===== src/rtl/axi_burst_traffic_gen_if.sv =====
// AXI4 write/read channel bundle between the burst traffic generator and the slave under test.
interface axi_burst_traffic_gen_if #(
  parameter int ADDR_W = 32,
  parameter int DATA_W = 32
);
  logic [ADDR_W-1:0]   awaddr;
  logic [7:0]          awlen;
  logic                awvalid;
  logic                awready;
  logic [DATA_W-1:0]   wdata;
  logic [DATA_W/8-1:0] wstrb;
  logic                wlast;
  logic                wvalid;
  logic                wready;
  logic [1:0]          bresp;
  logic                bvalid;
  logic                bready;
  logic [ADDR_W-1:0]   araddr;
  logic [7:0]          arlen;
  logic                arvalid;
  logic                arready;
  logic [DATA_W-1:0]   rdata;
  logic [1:0]          rresp;
  logic                rlast;
  logic                rvalid;
  logic                rready;

  modport master (
    output awaddr, awlen, awvalid, input awready,
    output wdata, wstrb, wlast, wvalid, input wready,
    input  bresp, bvalid, output bready,
    output araddr, arlen, arvalid, input arready,
    input  rdata, rresp, rlast, rvalid, output rready
  );

  modport slave (
    input  awaddr, awlen, awvalid, output awready,
    input  wdata, wstrb, wlast, wvalid, output wready,
    output bresp, bvalid, input bready,
    input  araddr, arlen, arvalid, output arready,
    output rdata, rresp, rlast, rvalid, input rready
  );
endinterface


===== src/rtl/axi_burst_traffic_gen.sv =====
// AXI4 burst traffic generator: writes NUM_BURSTS incrementing bursts with a counting
// data pattern, optionally reads each one back and counts response/data errors.
module axi_burst_traffic_gen #(
  parameter int                ADDR_W     = 32,
  parameter int                DATA_W     = 32,
  parameter int                BURST_LEN  = 4,
  parameter int                NUM_BURSTS = 8,
  parameter logic [ADDR_W-1:0] BASE_ADDR  = ADDR_W'(32'hAABB_CC00),
  parameter logic [31:0]       DATA_SEED  = 32'h1000_0000
) (
  input  logic                    clk,
  input  logic                    rst_n,
  input  logic                    start,
  input  logic                    verify_en,
  axi_burst_traffic_gen_if.master axi,
  output logic                    busy,
  output logic                    done,
  output logic [15:0]             burst_cnt,
  output logic [15:0]             err_cnt
);
  localparam logic [7:0]        LAST_BEAT = 8'(BURST_LEN - 1);
  localparam logic [ADDR_W-1:0] ADDR_STEP = ADDR_W'(BURST_LEN * (DATA_W / 8));
  localparam logic [15:0]       NUM_B     = 16'(NUM_BURSTS);

  typedef enum logic [2:0] {IDLE, AW, W, B, AR, R, DONE} state_t;

  state_t            state_reg, state_next;
  logic [ADDR_W-1:0] addr_reg, addr_next;
  logic [7:0]        beat_reg, beat_next;
  logic [15:0]       burst_cnt_reg, burst_cnt_next;
  logic [15:0]       err_cnt_reg, err_cnt_next;
  logic              verify_reg, verify_next;
  logic              burst_end;
  logic              rd_last_beat;
  logic [1:0]        err_inc;
  logic [31:0]       pattern;
  logic [DATA_W-1:0] pattern_ext;

  function automatic logic [15:0] sat_add(input logic [15:0] a, input logic [1:0] inc);
    logic [16:0] sum;
    sum = {1'b0, a} + {15'd0, inc};
    return sum[16] ? 16'hFFFF : sum[15:0];
  endfunction

  // Same pattern serves as write data and as the read-back reference.
  assign pattern     = DATA_SEED + 32'(burst_cnt_reg) * 32'(BURST_LEN) + 32'(beat_reg);
  assign pattern_ext = DATA_W'(pattern);

  always_ff @(posedge clk or negedge rst_n) begin
    if (!rst_n) begin
      state_reg     <= IDLE;
      addr_reg      <= BASE_ADDR;
      beat_reg      <= 8'd0;
      burst_cnt_reg <= 16'd0;
      err_cnt_reg   <= 16'd0;
      verify_reg    <= 1'b0;
    end else begin
      state_reg     <= state_next;
      addr_reg      <= addr_next;
      beat_reg      <= beat_next;
      burst_cnt_reg <= burst_cnt_next;
      err_cnt_reg   <= err_cnt_next;
      verify_reg    <= verify_next;
    end
  end

  always_comb begin
    state_next     = state_reg;
    addr_next      = addr_reg;
    beat_next      = beat_reg;
    burst_cnt_next = burst_cnt_reg;
    err_cnt_next   = err_cnt_reg;
    verify_next    = verify_reg;
    burst_end      = 1'b0;
    rd_last_beat   = (beat_reg == LAST_BEAT);
    err_inc        = 2'd0;

    axi.awvalid = 1'b0;
    axi.awaddr  = '0;
    axi.awlen   = 8'd0;
    axi.wvalid  = 1'b0;
    axi.wdata   = '0;
    axi.wstrb   = '0;
    axi.wlast   = 1'b0;
    axi.bready  = 1'b0;
    axi.arvalid = 1'b0;
    axi.araddr  = '0;
    axi.arlen   = 8'd0;
    axi.rready  = 1'b0;

    case (state_reg)
      IDLE: begin
        if (start) begin
          state_next     = AW;
          verify_next    = verify_en;
          burst_cnt_next = 16'd0;
          err_cnt_next   = 16'd0;
          addr_next      = BASE_ADDR;
          beat_next      = 8'd0;
        end
      end
      AW: begin
        axi.awvalid = 1'b1;
        axi.awaddr  = addr_reg;
        axi.awlen   = LAST_BEAT;
        if (axi.awready) state_next = W;
      end
      W: begin
        axi.wvalid = 1'b1;
        axi.wdata  = pattern_ext;
        axi.wstrb  = '1;
        axi.wlast  = rd_last_beat;
        if (axi.wready) begin
          if (rd_last_beat) begin
            beat_next  = 8'd0;
            state_next = B;
          end else begin
            beat_next = beat_reg + 8'd1;
          end
        end
      end
      B: begin
        axi.bready = 1'b1;
        if (axi.bvalid) begin
          err_inc = {1'b0, axi.bresp != 2'b00};
          if (verify_reg) state_next = AR;
          else            burst_end  = 1'b1;
        end
      end
      AR: begin
        axi.arvalid = 1'b1;
        axi.araddr  = addr_reg;
        axi.arlen   = LAST_BEAT;
        if (axi.arready) state_next = R;
      end
      R: begin
        axi.rready = 1'b1;
        if (axi.rvalid) begin
          // A misplaced or missing rlast is its own error on top of any data/resp error.
          err_inc = {1'b0, (axi.rdata != pattern_ext) || (axi.rresp != 2'b00)}
                  + {1'b0, axi.rlast != rd_last_beat};
          if (axi.rlast || rd_last_beat) begin
            beat_next = 8'd0;
            burst_end = 1'b1;
          end else begin
            beat_next = beat_reg + 8'd1;
          end
        end
      end
      DONE:    state_next = IDLE;
      default: state_next = IDLE;
    endcase

    err_cnt_next = sat_add(err_cnt_next, err_inc);

    if (burst_end) begin
      burst_cnt_next = burst_cnt_reg + 16'd1;
      addr_next      = addr_reg + ADDR_STEP;
      state_next     = (burst_cnt_reg + 16'd1 == NUM_B) ? DONE : AW;
    end
  end

  assign busy      = (state_reg != IDLE);
  assign done      = (state_reg == DONE);
  assign burst_cnt = burst_cnt_reg;
  assign err_cnt   = err_cnt_reg;
endmodule


===== src/flat_wrapper.sv =====
// flat-port wrapper written by rule: the top's interface ports become plain ports
module axi_burst_traffic_gen_flat 
#(
  parameter int                ADDR_W     = 32,
  parameter int                DATA_W     = 32,
  parameter int                BURST_LEN  = 4,
  parameter int                NUM_BURSTS = 8,
  parameter logic [ADDR_W-1:0] BASE_ADDR  = ADDR_W'(32'hAABB_CC00),
  parameter logic [31:0]       DATA_SEED  = 32'h1000_0000
)
  (clk, rst_n, start, verify_en, busy, done, burst_cnt, err_cnt, axi_awaddr, axi_awlen, axi_awvalid, axi_awready, axi_wdata, axi_wstrb, axi_wlast, axi_wvalid, axi_wready, axi_bresp, axi_bvalid, axi_bready, axi_araddr, axi_arlen, axi_arvalid, axi_arready, axi_rdata, axi_rresp, axi_rlast, axi_rvalid, axi_rready);
  axi_burst_traffic_gen_if #(.ADDR_W(ADDR_W), .DATA_W(DATA_W)) axi_i ();
  input  logic clk;
  input  logic rst_n;
  input  logic start;
  input  logic verify_en;
  output logic busy;
  output logic done;
  output logic [15:0] burst_cnt;
  output logic [15:0] err_cnt;
  output wire logic [$bits(axi_i.awaddr)-1:0] axi_awaddr;
  output wire logic [$bits(axi_i.awlen)-1:0] axi_awlen;
  output wire logic [$bits(axi_i.awvalid)-1:0] axi_awvalid;
  input wire logic [$bits(axi_i.awready)-1:0] axi_awready;
  output wire logic [$bits(axi_i.wdata)-1:0] axi_wdata;
  output wire logic [$bits(axi_i.wstrb)-1:0] axi_wstrb;
  output wire logic [$bits(axi_i.wlast)-1:0] axi_wlast;
  output wire logic [$bits(axi_i.wvalid)-1:0] axi_wvalid;
  input wire logic [$bits(axi_i.wready)-1:0] axi_wready;
  input wire logic [$bits(axi_i.bresp)-1:0] axi_bresp;
  input wire logic [$bits(axi_i.bvalid)-1:0] axi_bvalid;
  output wire logic [$bits(axi_i.bready)-1:0] axi_bready;
  output wire logic [$bits(axi_i.araddr)-1:0] axi_araddr;
  output wire logic [$bits(axi_i.arlen)-1:0] axi_arlen;
  output wire logic [$bits(axi_i.arvalid)-1:0] axi_arvalid;
  input wire logic [$bits(axi_i.arready)-1:0] axi_arready;
  input wire logic [$bits(axi_i.rdata)-1:0] axi_rdata;
  input wire logic [$bits(axi_i.rresp)-1:0] axi_rresp;
  input wire logic [$bits(axi_i.rlast)-1:0] axi_rlast;
  input wire logic [$bits(axi_i.rvalid)-1:0] axi_rvalid;
  output wire logic [$bits(axi_i.rready)-1:0] axi_rready;
  assign axi_awaddr = axi_i.awaddr;
  assign axi_awlen = axi_i.awlen;
  assign axi_awvalid = axi_i.awvalid;
  assign axi_i.awready = axi_awready;
  assign axi_wdata = axi_i.wdata;
  assign axi_wstrb = axi_i.wstrb;
  assign axi_wlast = axi_i.wlast;
  assign axi_wvalid = axi_i.wvalid;
  assign axi_i.wready = axi_wready;
  assign axi_i.bresp = axi_bresp;
  assign axi_i.bvalid = axi_bvalid;
  assign axi_bready = axi_i.bready;
  assign axi_araddr = axi_i.araddr;
  assign axi_arlen = axi_i.arlen;
  assign axi_arvalid = axi_i.arvalid;
  assign axi_i.arready = axi_arready;
  assign axi_i.rdata = axi_rdata;
  assign axi_i.rresp = axi_rresp;
  assign axi_i.rlast = axi_rlast;
  assign axi_i.rvalid = axi_rvalid;
  assign axi_rready = axi_i.rready;
  axi_burst_traffic_gen #(.ADDR_W(ADDR_W), .DATA_W(DATA_W), .BURST_LEN(BURST_LEN), .NUM_BURSTS(NUM_BURSTS), .BASE_ADDR(BASE_ADDR), .DATA_SEED(DATA_SEED)) u_core (.clk(clk), .rst_n(rst_n), .start(start), .verify_en(verify_en), .axi(axi_i), .busy(busy), .done(done), .burst_cnt(burst_cnt), .err_cnt(err_cnt));
endmodule

===== config.mk =====
export PLATFORM = sky130hd
export DESIGN_NAME = axi_burst_traffic_gen_flat
export DESIGN_NICKNAME = d
export VERILOG_FILES = /design/src/rtl/axi_burst_traffic_gen_if.sv /design/src/rtl/axi_burst_traffic_gen.sv /design/src/flat_wrapper.sv
export SDC_FILE = /design/constraint.sdc
export NUM_CORES = 1
export LEC_CHECK = 0
export ABC_CLOCK_PERIOD_IN_PS = 6200
export BUFFER_PORTS_ARGS = -buffer_cell sky130_fd_sc_hd__buf_2
export CAP_MARGIN = 10
export CORE_MARGIN = 1.5
export CORE_UTILIZATION = 45
export CTS_CLUSTER_SIZE = 14
export DETAILED_ROUTE_END_ITERATION = 7
export PLACE_DENSITY = 0.73
export SETUP_SLACK_MARGIN = 0.05
export SLEW_MARGIN = 20
export SYNTH_ARGS = -nofsm -noshare
export SYNTH_HDL_FRONTEND = slang
export SYNTH_SLANG_ARGS = --single-unit

===== constraint.sdc =====
create_clock -name clk -period 6.2 [get_ports clk]
set_clock_uncertainty 0.05 [all_clocks]
set_input_delay 0.31 -clock clk [delete_from_list [all_inputs] [get_ports clk]]
set_output_delay 0.31 -clock clk [all_outputs]
set_load 0.1 [all_outputs]

==> flow_metrics.tcl, run 1 <==
set metrics [dict create \
    fin_setup_tns_ps 0 \
    critPathMaxStageDelay_ps 570 \
    p_seq_share_pct 19.5 \
    cts_setup_buffers 0 \
    viasPerCell 5.36 \
    final_hold_viol_count 0 \
    largest_reg_flops 28 \
    syn_to_final_growth_pct 19.4 \
    clk_path_buf_depth 2 \
    antenna_left 0 \
    drive_above_1_share_pct 25.7 \
    hp-class "in2reg" \
    ios 202 \
    path_max_fanout 9 \
    synthCells 705 \
    slowest_stage "or4b_1" \
    pwr-share-comb_pct 63.0 \
    yosysUniqueCellTypes 66 \
    grt_overflow 0 \
    cts_root_buf "clkbuf_16" \
    start_kind "register" \
    die_w_um 115 \
    max_cap_violations 0 \
    synth_edf_count 0 \
    cts_tree "done" \
    fp.dieH_um 115 \
    cts_resized 0 \
    power_switching_mw 2.01 \
    whs_ps 153 \
    dr.pass1.iters 4 \
    startpoint "u_core.burst_cnt[0]$_DFFE_PN0P_" \
    min_period_over_period_pct 90.6 \
    setup_slack_ps 581 \
    cts_hold_buf 0 \
    min-delay-start "verify_en" \
    grt_pass1_vias 4771 \
    relSlewSlack_pct 30.3 \
    leakage_nw 3.41 \
    critPathMostFrequentCell "ha_1" \
    synthArstFlopShare_pct 100 \
    yosys_warnings 0 \
    wire_per_inst_um 14.5 \
    dp_slack_ps 623 \
    syn-cell-area_sq_um 5670 \
    antenna_cells 0 \
    status "finished clean" \
    routed_wl_um 14800 \
    worst_slew_pin_slew_ps 1040 \
    design.core.area_sq_um 12200 \
    clk_latency_ps 330 \
    p_int_mw 1.21 \
    fillers 1198 \
    pwr-share-clk_pct 17.5 \
    antenna_found_initial 0 \
    cts_buffers 9 \
    seq_area_sq_um 1820 \
    grt_max_degree 73 \
    num-nets-final 903 \
    required_ps 6390 \
    vias 5442 \
    cpLargestDelayFamily "simple AND/OR/NAND/NOR gates" \
    period_needed_ps 5620 \
    slew_viol_final 0 \
    crit_buf_inv 4 \
    rows 40 \
    numPortBuffers 169 \
    seq_area_frac_synth_pct 32.1 \
    die_area_sq_um 13300 \
    worstSetupPathType "reg2reg" \
    ir_drop_mv 0.548 \
    grt_pass1_wl_um 23600 \
    multiInputGateArea_sq_um 3440 \
    clkTransAtPathRegs_ps 60 \
    ys.flop_type "dfrtp_1" \
    swShare_pct 62.5 \
    avgSynthCellArea_sq_um 8.04 \
    fmax_mhz 178 \
    drt_iter0_markers 372 \
    rsz0062_at_grt "false" \
    synth_seq_cells 72 \
    place.gp.congestion 0.878 \
    drc 0 \
    htreeDepth 3 \
    dp_hpwl_um 10700 \
    start_util_pct 46.6 \
    endpoint_kind "register" \
    crit_chain "ha_1 -> inv_1 -> fa_1 -> xnor2_1 -> nor4_1 -> nand2_1 -> nor4_1 -> nand4_1 -> or4_1 -> or4b_1 -> ha_1 -> nand3_1 -> o21ai_0 -> ha_1 -> inv_1 -> fa_1 -> nor4b_1 -> buf_4 -> nand4_1 -> buf_4 -> o21ai_0" \
    crit_arrival_ps 5800 \
    rr_startpoint "u_core.burst_cnt[0]$_DFFE_PN0P_" \
    power.density_nw_per_um2 475 \
    setup_viol 0 \
    track_usage_pct 22.1 \
    fin_util_pct 55.7 \
    clock_sinks 72 \
]
==> worst paths after layout <==
check / end / cells after the start / slack (ps)
min in group asynchronous: u_core.err_cnt[13]$_DFF_PN0_ / 2 / 160
min: u_core.verify_reg$_DFFE_PN0P_ / 3 / 150
max: u_core.err_cnt[12]$_DFF_PN0_ / 21 / 580
max reg2reg: u_core.err_cnt[12]$_DFF_PN0_ / 21 / 580
min reg2reg: u_core.verify_reg$_DFFE_PN0P_ / 2 / 460
max in group asynchronous: u_core.burst_cnt[5]$_DFFE_PN0P_ / 2 / 5340
==> cell families (layout without fill, tap and decap cells) <==
family,after synthesis,count (layout),share of synthesized area [%]
and+or+nand+nor,316,316,29.3
AOI/OAI and AO/OA,143,143,15.9
adders and majority gates,15,15,3.58
buffers and inverters,100,211,9.45
xor gates and xnor gates,50,50,8.28
muxes,8,8,1.41
DFF,72,72,32.1
other,1,32,0.0662
==> cells in the final DEF (no fill, tap or decap), types with 5 or more instances in the layout <==
master / n
a31oi_1: 7
nand2b_1: 7
o31ai_1: 9
dfstp_2: 14
a211oi_1: 5
buf_2: 169
and3_1: 45
a21oi_1: 25
nor4_1: 6
and4_1: 7
o211ai_1: 6
ha_1: 13
and2_1: 37
mux2i_1: 8
xor2_1: 29
nand4_1: 15
nor2_1: 54
inv_1: 15
conb_1: 32
nand2_1: 62
buf_4: 9
clkbuf_16: 9
o21ai_0: 59
dfrtp_1: 58
nor3_1: 22
xnor2_1: 19
nand3_1: 36
nor2b_1: 5
==> worst reg2reg max path, cell delays in order, from the launching register on <==
cell	delay [ps]
dfrtp_1	450
ha_1	240
inv_1	70
fa_1	460
xnor2_1	150
nor4_1	280
nand2_1	90
nor4_1	340
nand4_1	120
or4_1	490
or4b_1	570
ha_1	320
nand3_1	50
o21ai_0	80
ha_1	190
inv_1	50
fa_1	430
nor4b_1	370
buf_4	190
nand4_1	200
buf_4	250
o21ai_0	80
==> routing by layer <==
metal,wire [um],vias up,GRT usage [%]
li1,-,2706,-
met1,7070,2536,31.5
met2,6620,188,35.2
met3,900,12,3.64
met4,156,0,5.35
met5,0,-,0
==> layout make-up <==
type / instances / area share, %
multi-input cells: 564 / 50.8
flip-flops and latches: 72 / 26.9
repair buffers: 178 / 13.5
clock buffers: 11 / 3.59
well taps: 168 / 3.10
clock inverters: 5 / 1.18
inverters: 17 / 0.943
==> cell usage after synthesis, drive strengths merged (9+ instances only) <==
master | number | area [sq um]
nand4 | 15 | 93.8
o31ai | 9 | 67.6
and3 | 46 | 289
nand3 | 36 | 180
and2 | 37 | 231
ha | 13 | 163
dfrtp | 58 | 1450
o21ai | 59 | 295
nor2 | 54 | 203
inv | 17 | 63.8
nor3 | 22 | 110
a21oi | 25 | 125
buf | 48 | 340
nand2 | 62 | 233
clkbuf | 35 | 131
xnor2 | 19 | 166
dfstp | 14 | 368
xor2 | 29 | 254
==> power groups by stage <==
stage,sequential (mW),combinational [mW],clock (mW)
3_3_place_gp,0.632,2.02,0
4_1_cts,0.627,2.03,0.569
6_report,0.627,2.03,0.563
3_5_place_dp,0.635,2.03,0
2_1_floorplan,0.718,1.67,0
5_1_grt,0.640,2.12,0.593
==> metrics by stage <==
stage                     total power, mW  cell area (sq um)  instances
after detailed placement             2.66               6450        999
after global placement               2.65               6450        999
final                                3.22               6770       1015
after global routing                 3.36               6770       1015
after CTS                            3.23               6770       1015
after floorplan                      2.39               5780        736
Note: power is estimated with default switching activity, not from simulation.
==> run 2, diff against run 1 <==
==> constraint.sdc (replaced) <==
create_clock -name clk -period 6.2 [get_ports clk]
set_clock_uncertainty 0.05 [all_clocks]
set_input_delay 1.24 -clock clk [delete_from_list [all_inputs] [get_ports clk]]
set_output_delay 1.24 -clock clk [all_outputs]
set_load 0.1 [all_outputs]
==> run 2 against run 1 <==
Die area unchanged. Final area down 0.65%. Critical path type unchanged. Clock-buffer cell count up 5. Sequential share of layout area up 0.19 points. Worst hold slack gained 300 ps. Non-clock buffer count shrank 2. Total power fell by 2.6%. Via count increased by 1.6%. Largest cell class unchanged. Critical path depth fell by 1. Routed wire length increased by 1.8%. Sequential cell count unchanged. Final cell count is 0.20% lower.
==> flow_metrics.tcl, run 2 (same netlist as run 1, synthesis figures left out) <==
set metrics [dict create \
    wl_met3_um 1070 \
    wire_per_inst_um 14.8 \
    place.gp.congestion 0.936 \
    start_kind "register" \
    fmax_mhz 174 \
    drt_iter0_markers 287 \
    relSlewSlack_pct 30.8 \
    largest_reg_flops 28 \
    leakage_nw 3.38 \
    min_period_over_period_pct 92.8 \
    drc 0 \
    antenna_cells 0 \
    htreeDepth 3 \
    layout_common_cells "169 x buf_2, 62 x nand2_1, 59 x o21ai_0" \
    placedCellCount 997 \
    worstSetupPathType "reg2reg" \
    fin_setup_tns_ps 0 \
    routed_wl_um 15000 \
    cts_root_buf "clkbuf_16" \
    grt_overflow 0 \
    ios 202 \
    grt_pass1_wl_um 24000 \
    wl_met1_um 6670 \
    seq_area_sq_um 1820 \
    rsz0062_at_grt "false" \
    status "finished clean" \
    required_ps 6390 \
    power.density_nw_per_um2 466 \
    dr.pass1.iters 5 \
    start_util_pct 46.6 \
    die_w_um 115 \
    hp-class "reg2reg" \
    ir_drop_mv 0.473 \
    setup_viol 0 \
    syn_to_final_growth_pct 18.7 \
    viasPerCell 5.46 \
    highest_layer "met4" \
    route.met2.wl_um 6950 \
    drive_above_1_share_pct 25.6 \
    track_usage_pct 22.7 \
    vias 5531 \
    clk_path_buf_depth 2 \
    multiInputGateArea_sq_um 3450 \
    design.core.area_sq_um 12200 \
    grt_max_degree 73 \
    slew_viol_final 0 \
    period_needed_ps 5750 \
    clock_sinks 72 \
    die_area_sq_um 13300 \
    rows 40 \
    clk_latency_ps 330 \
    cts_tree "done" \
    cts_setup_buffers 0 \
    final_hold_viol_count 0 \
    antenna_found_initial 0 \
    grt_pass1_vias 4887 \
    final_common_cell "buf_2" \
    max_cap_violations 0 \
    dp_hpwl_um 10800 \
    num-nets-final 901 \
    finalPower_mw 3.14 \
    endpoint_kind "register" \
    fp.dieH_um 115 \
    cts_buffers 9 \
    worst_slew_pin_slew_ps 1040 \
    numPortBuffers 169 \
    stdcell_count 1013 \
    clkTransAtPathRegs_ps 50 \
    fillers 1182 \
    antenna_left 0 \
    path_max_fanout 7 \
    crit_arrival_ps 5940 \
]
==> run 2: cell types whose count changed in the layout (fill, tap and decap cells not counted), sizes merged <==
cell	change
buf	-2
bufinv	-2
clkbuf	+5
clkinv	-1
clkinvlp	-2
==> run 2: report_power, final <==
| group | internal (mW) | switching (mW) | total [mW] |
|---|---|---|---|
| combinational | 0.322 | 1.69 | 2.01 |
| sequential | 0.519 | 0.119 | 0.637 |
| clock | 0.304 | 0.186 | 0.491 |
| total | 1.15 | 1.99 | 3.14 |
==> run 2: layout make-up <==
class | count | share of cell area (%)
multi-input combinational | 564 | 51.3
sequential | 72 | 27.1
timing repair buffer | 176 | 13.4
clock buffer | 16 | 4.19
tap | 168 | 3.13
inverter | 17 | 0.949
==> run 2: path summary, 6_finish.rpt <==
path                                                      start                              end  slack (ps)  cells after the start
worst max register to register  u_core.burst_cnt[0]$_DFFE_PN0P_      u_core.err_cnt[5]$_DFF_PN0_         450                     20
min in group asynchronous                                 rst_n      u_core.err_cnt[5]$_DFF_PN0_        1080                      2
worst min register to register    u_core.verify_reg$_DFFE_PN0P_    u_core.verify_reg$_DFFE_PN0P_         460                      2
worst max-delay path            u_core.burst_cnt[0]$_DFFE_PN0P_      u_core.err_cnt[5]$_DFF_PN0_         450                     20
max in group asynchronous                                 rst_n  u_core.state_reg[2]$_DFFE_PN0P_        4360                      2
worst min-delay path              u_core.verify_reg$_DFFE_PN0P_    u_core.verify_reg$_DFFE_PN0P_         460                      2
==> run 2: per-layer routing <==
metal  vias to the layer above  track usage (%)
li1                       2709                -
met2                       215             37.3
met5                         -                0
met4                         0             8.40
met3                        19             4.11
met1                      2588             30.1
==> run 2: what timing repair did <==
item	in CTS	in global routing
resized for setup	0	2
hold buffers	0	0
setup endpoints to repair	0	16
==> run 2: worst max-delay path, cell delays in order (launching register included) <==
cell,delay (ps)
dfrtp_1,460
ha_1,210
inv_1,60
fa_1,400
nor2b_1,210
o221a_2,280
o22ai_4,110
xnor2_1,160
or3_1,340
a2111oi_0,690
or4b_1,570
ha_1,300
nand3_1,50
o21ai_0,80
ha_1,200
inv_1,60
fa_1,450
nor4b_2,490
nand4_1,190
buf_4,200
o21ai_0,90
==> run 2: per-stage QoR <==
stage | hold slack [ps] | setup WS (ps) | cell area [sq um] | utilization [%]
2_1_floorplan | 409 | 392 | 5780 | -
3_3_place_gp | 426 | 307 | 6430 | 52.9
3_5_place_dp | 429 | 206 | 6430 | 52.9
4_1_cts | 466 | 365 | 6710 | 55.2
5_1_grt | 500 | 46.6 | 6730 | 55.3
6_report | 456 | 449 | 6730 | 55.3
==> run 3, diff against run 2 <==
ABC_CLOCK_PERIOD_IN_PS = 7000   (was 6200)
clock period = 7 ns   (was 6.2 ns; I/O delays follow)
==> run 3 against run 2 <==
Core utilization shrank 0.13 points. Critical path type unchanged. Fmax shrank 7.4%. Total power shrank 11%. First-iteration DRC count grew 24%. Combinational power shrank 11%. Final cell count shrank 0.20%. Worst setup slack gained 340 ps. Non-clock buffer count shrank 2. Final area shrank 0.24%. Critical path depth shrank 1.
==> flow_metrics.tcl, run 3 (same netlist as run 1, synthesis figures left out) <==
set metrics [dict create \
    rows 40 \
    rsz0062_at_grt "false" \
    leakage_nw 3.38 \
    hp-class "reg2reg" \
    holdPathStages 2 \
    drive_above_1_share_pct 25.1 \
    start_util_pct 46.6 \
    p_seq_share_pct 20.1 \
    status "finished clean" \
    dp_slack_ps 580 \
    min_period_over_period_pct 88.7 \
    rr_startpoint "u_core.burst_cnt[0]$_DFFE_PN0P_" \
    vias 5466 \
    antenna_cells 0 \
    wire_per_inst_um 14.6 \
    cts_root_buf "clkbuf_16" \
    ir_drop_mv 0.448 \
    layout_common_cells "169 x buf_2, 62 x nand2_1, 59 x o21ai_0" \
    crit_chain "ha_1 -> inv_1 -> fa_1 -> nor2b_1 -> o221a_2 -> o22ai_4 -> xnor2_1 -> or3_1 -> a2111oi_0 -> or4b_1 -> ha_1 -> nand3_1 -> o21ai_0 -> ha_1 -> inv_1 -> fa_1 -> nor4b_1 -> nand4_1 -> o211ai_1" \
    design.core.area_sq_um 12200 \
    cts_hold_buf 0 \
    power.density_nw_per_um2 417 \
    htreeDepth 3 \
    fp.dieH_um 115 \
    path_max_fanout 14 \
    endpoint_kind "register" \
    final_common_cell "buf_2" \
    setup_viol 0 \
    dr.pass1.iters 6 \
    ios 202 \
    numPortBuffers 169 \
    num-nets-final 899 \
    critPathMostFrequentCell "ha_1" \
    met3_usage_pct 4.80 \
    fmax_mhz 161 \
    fillers 1219 \
    die_area_sq_um 13300 \
    slew_viol_final 0 \
    p_int_mw 1.03 \
    critPathMaxStageDelay_ps 750 \
    grt_use_met2_pct 36.5 \
    worst_slew_pin_slew_ps 1060 \
    min-delay-start "u_core.verify_reg$_DFFE_PN0P_" \
    dp_hpwl_um 10600 \
    drc 0 \
    setup_slack_ps 791 \
    fin_setup_tns_ps 0 \
    final_hold_viol_count 0 \
    crit_arrival_ps 6410 \
    power_switching_mw 1.77 \
    drt_iter0_markers 355 \
    routed_wl_um 14800 \
    reg2reg_slack_ps 790 \
    antenna_found_initial 0 \
    grt_most_used_layer "met2" \
    max_cap_violations 0 \
    syn_to_final_growth_pct 18.4 \
    use_met1_pct 30.9 \
    cts_tree "done" \
    pwr-share-comb_pct 63.6 \
    relSlewSlack_pct 29.6 \
    pwr-share-clk_pct 16.2 \
    clkTransAtPathRegs_ps 60 \
    grt_overflow 0 \
    track_usage_pct 22.9 \
    viasPerCell 5.41 \
    largest_reg_flops 28 \
    grt_pass1_vias 4870 \
    whs_ps 442 \
    antenna_left 0 \
    start_kind "register" \
    cts_resized 0 \
    die_w_um 115 \
    cts_setup_buffers 0 \
    rr_endpoint "u_core.err_cnt[3]$_DFF_PN0_" \
    clock_sinks 72 \
    grt_max_degree 73 \
    place.gp.congestion 0.891 \
    slowest_stage "a2111oi_0" \
    swShare_pct 63.2 \
    rr_worst_depth 19 \
    required_ps 7200 \
    cts_buffers 9 \
    min_to "u_core.verify_reg$_DFFE_PN0P_" \
    clk_latency_ps 340 \
    worstSetupPathType "reg2reg" \
    period_needed_ps 6210 \
    grt_pass1_wl_um 24200 \
    clk_path_buf_depth 2 \
]
==> run 3: worst max-delay path by stage <==
stage	slack [ps]	depth (start not counted)	end	start
2_1_floorplan	1190	20	u_core.err_cnt[3]$_DFF_PN0_	u_core.burst_cnt[0]$_DFFE_PN0P_
3_3_place_gp	720	17	u_core.err_cnt[3]$_DFF_PN0_	axi_rdata[7]
3_5_place_dp	580	17	u_core.err_cnt[13]$_DFF_PN0_	axi_rdata[7]
4_1_cts	910	19	u_core.err_cnt[13]$_DFF_PN0_	u_core.burst_cnt[0]$_DFFE_PN0P_
5_1_grt	170	19	u_core.err_cnt[3]$_DFF_PN0_	u_core.burst_cnt[0]$_DFFE_PN0P_
6_report	790	19	u_core.err_cnt[3]$_DFF_PN0_	u_core.burst_cnt[0]$_DFFE_PN0P_
==> run 3: metrics by stage <==
step                cell area (sq um)  instances  power [mW]  utilization (%)
finish                           6710       1011        2.80             55.2
global route                     6710       1011        2.94             55.2
CTS                              6710       1011        2.81             55.2
detailed placement               6420        995        2.35             52.8
global placement                 6420        995        2.35             52.8
floorplan                        5780        736        2.11                -
==> run 3: critical path: cells and delay by family, from the launching register on <==
family / cells / cell delay [ps]
AND/OR/NAND/NOR: 6 / 2300
AO/OA/AOI/OAI: 5 / 1470
buffers and inverters: 2 / 110
XOR/XNOR: 1 / 160
adder cells (fa/ha/maj): 5 / 1550
flip-flops: 1 / 470
==> run 3: final cells by class <==
cell class	instances	area [sq um]	share of cell area, %
Inverter	17	63.8	0.951
Timing Repair Buffer	174	883	13.2
Multi-Input combinational cell	564	3440	51.3
Clock buffer	13	250	3.73
Tap cell	168	210	3.13
Clock inverter	3	42.5	0.634
Sequential cell	72	1820	27.1
==> run 3: layer usage <==
layer  routed length (um)  part of all wire [%]  vias to the layer above
met5                    0                     0                        -
met4                  317                   2.1                        0
met3                 1060                   7.1                       22
met2                 6740                    46                      213
met1                 6680                    45                     2533
li1                     -                     -                     2698
==> run 3: power by group through the flow <==
stage	combinational, mW	clock, mW	sequential [mW]
after floorplan	1.48	0	0.636
after global placement	1.78	0	0.569
after detailed placement	1.78	0	0.571
after CTS	1.79	0.464	0.564
after global routing	1.87	0.489	0.580
final	1.78	0.455	0.564
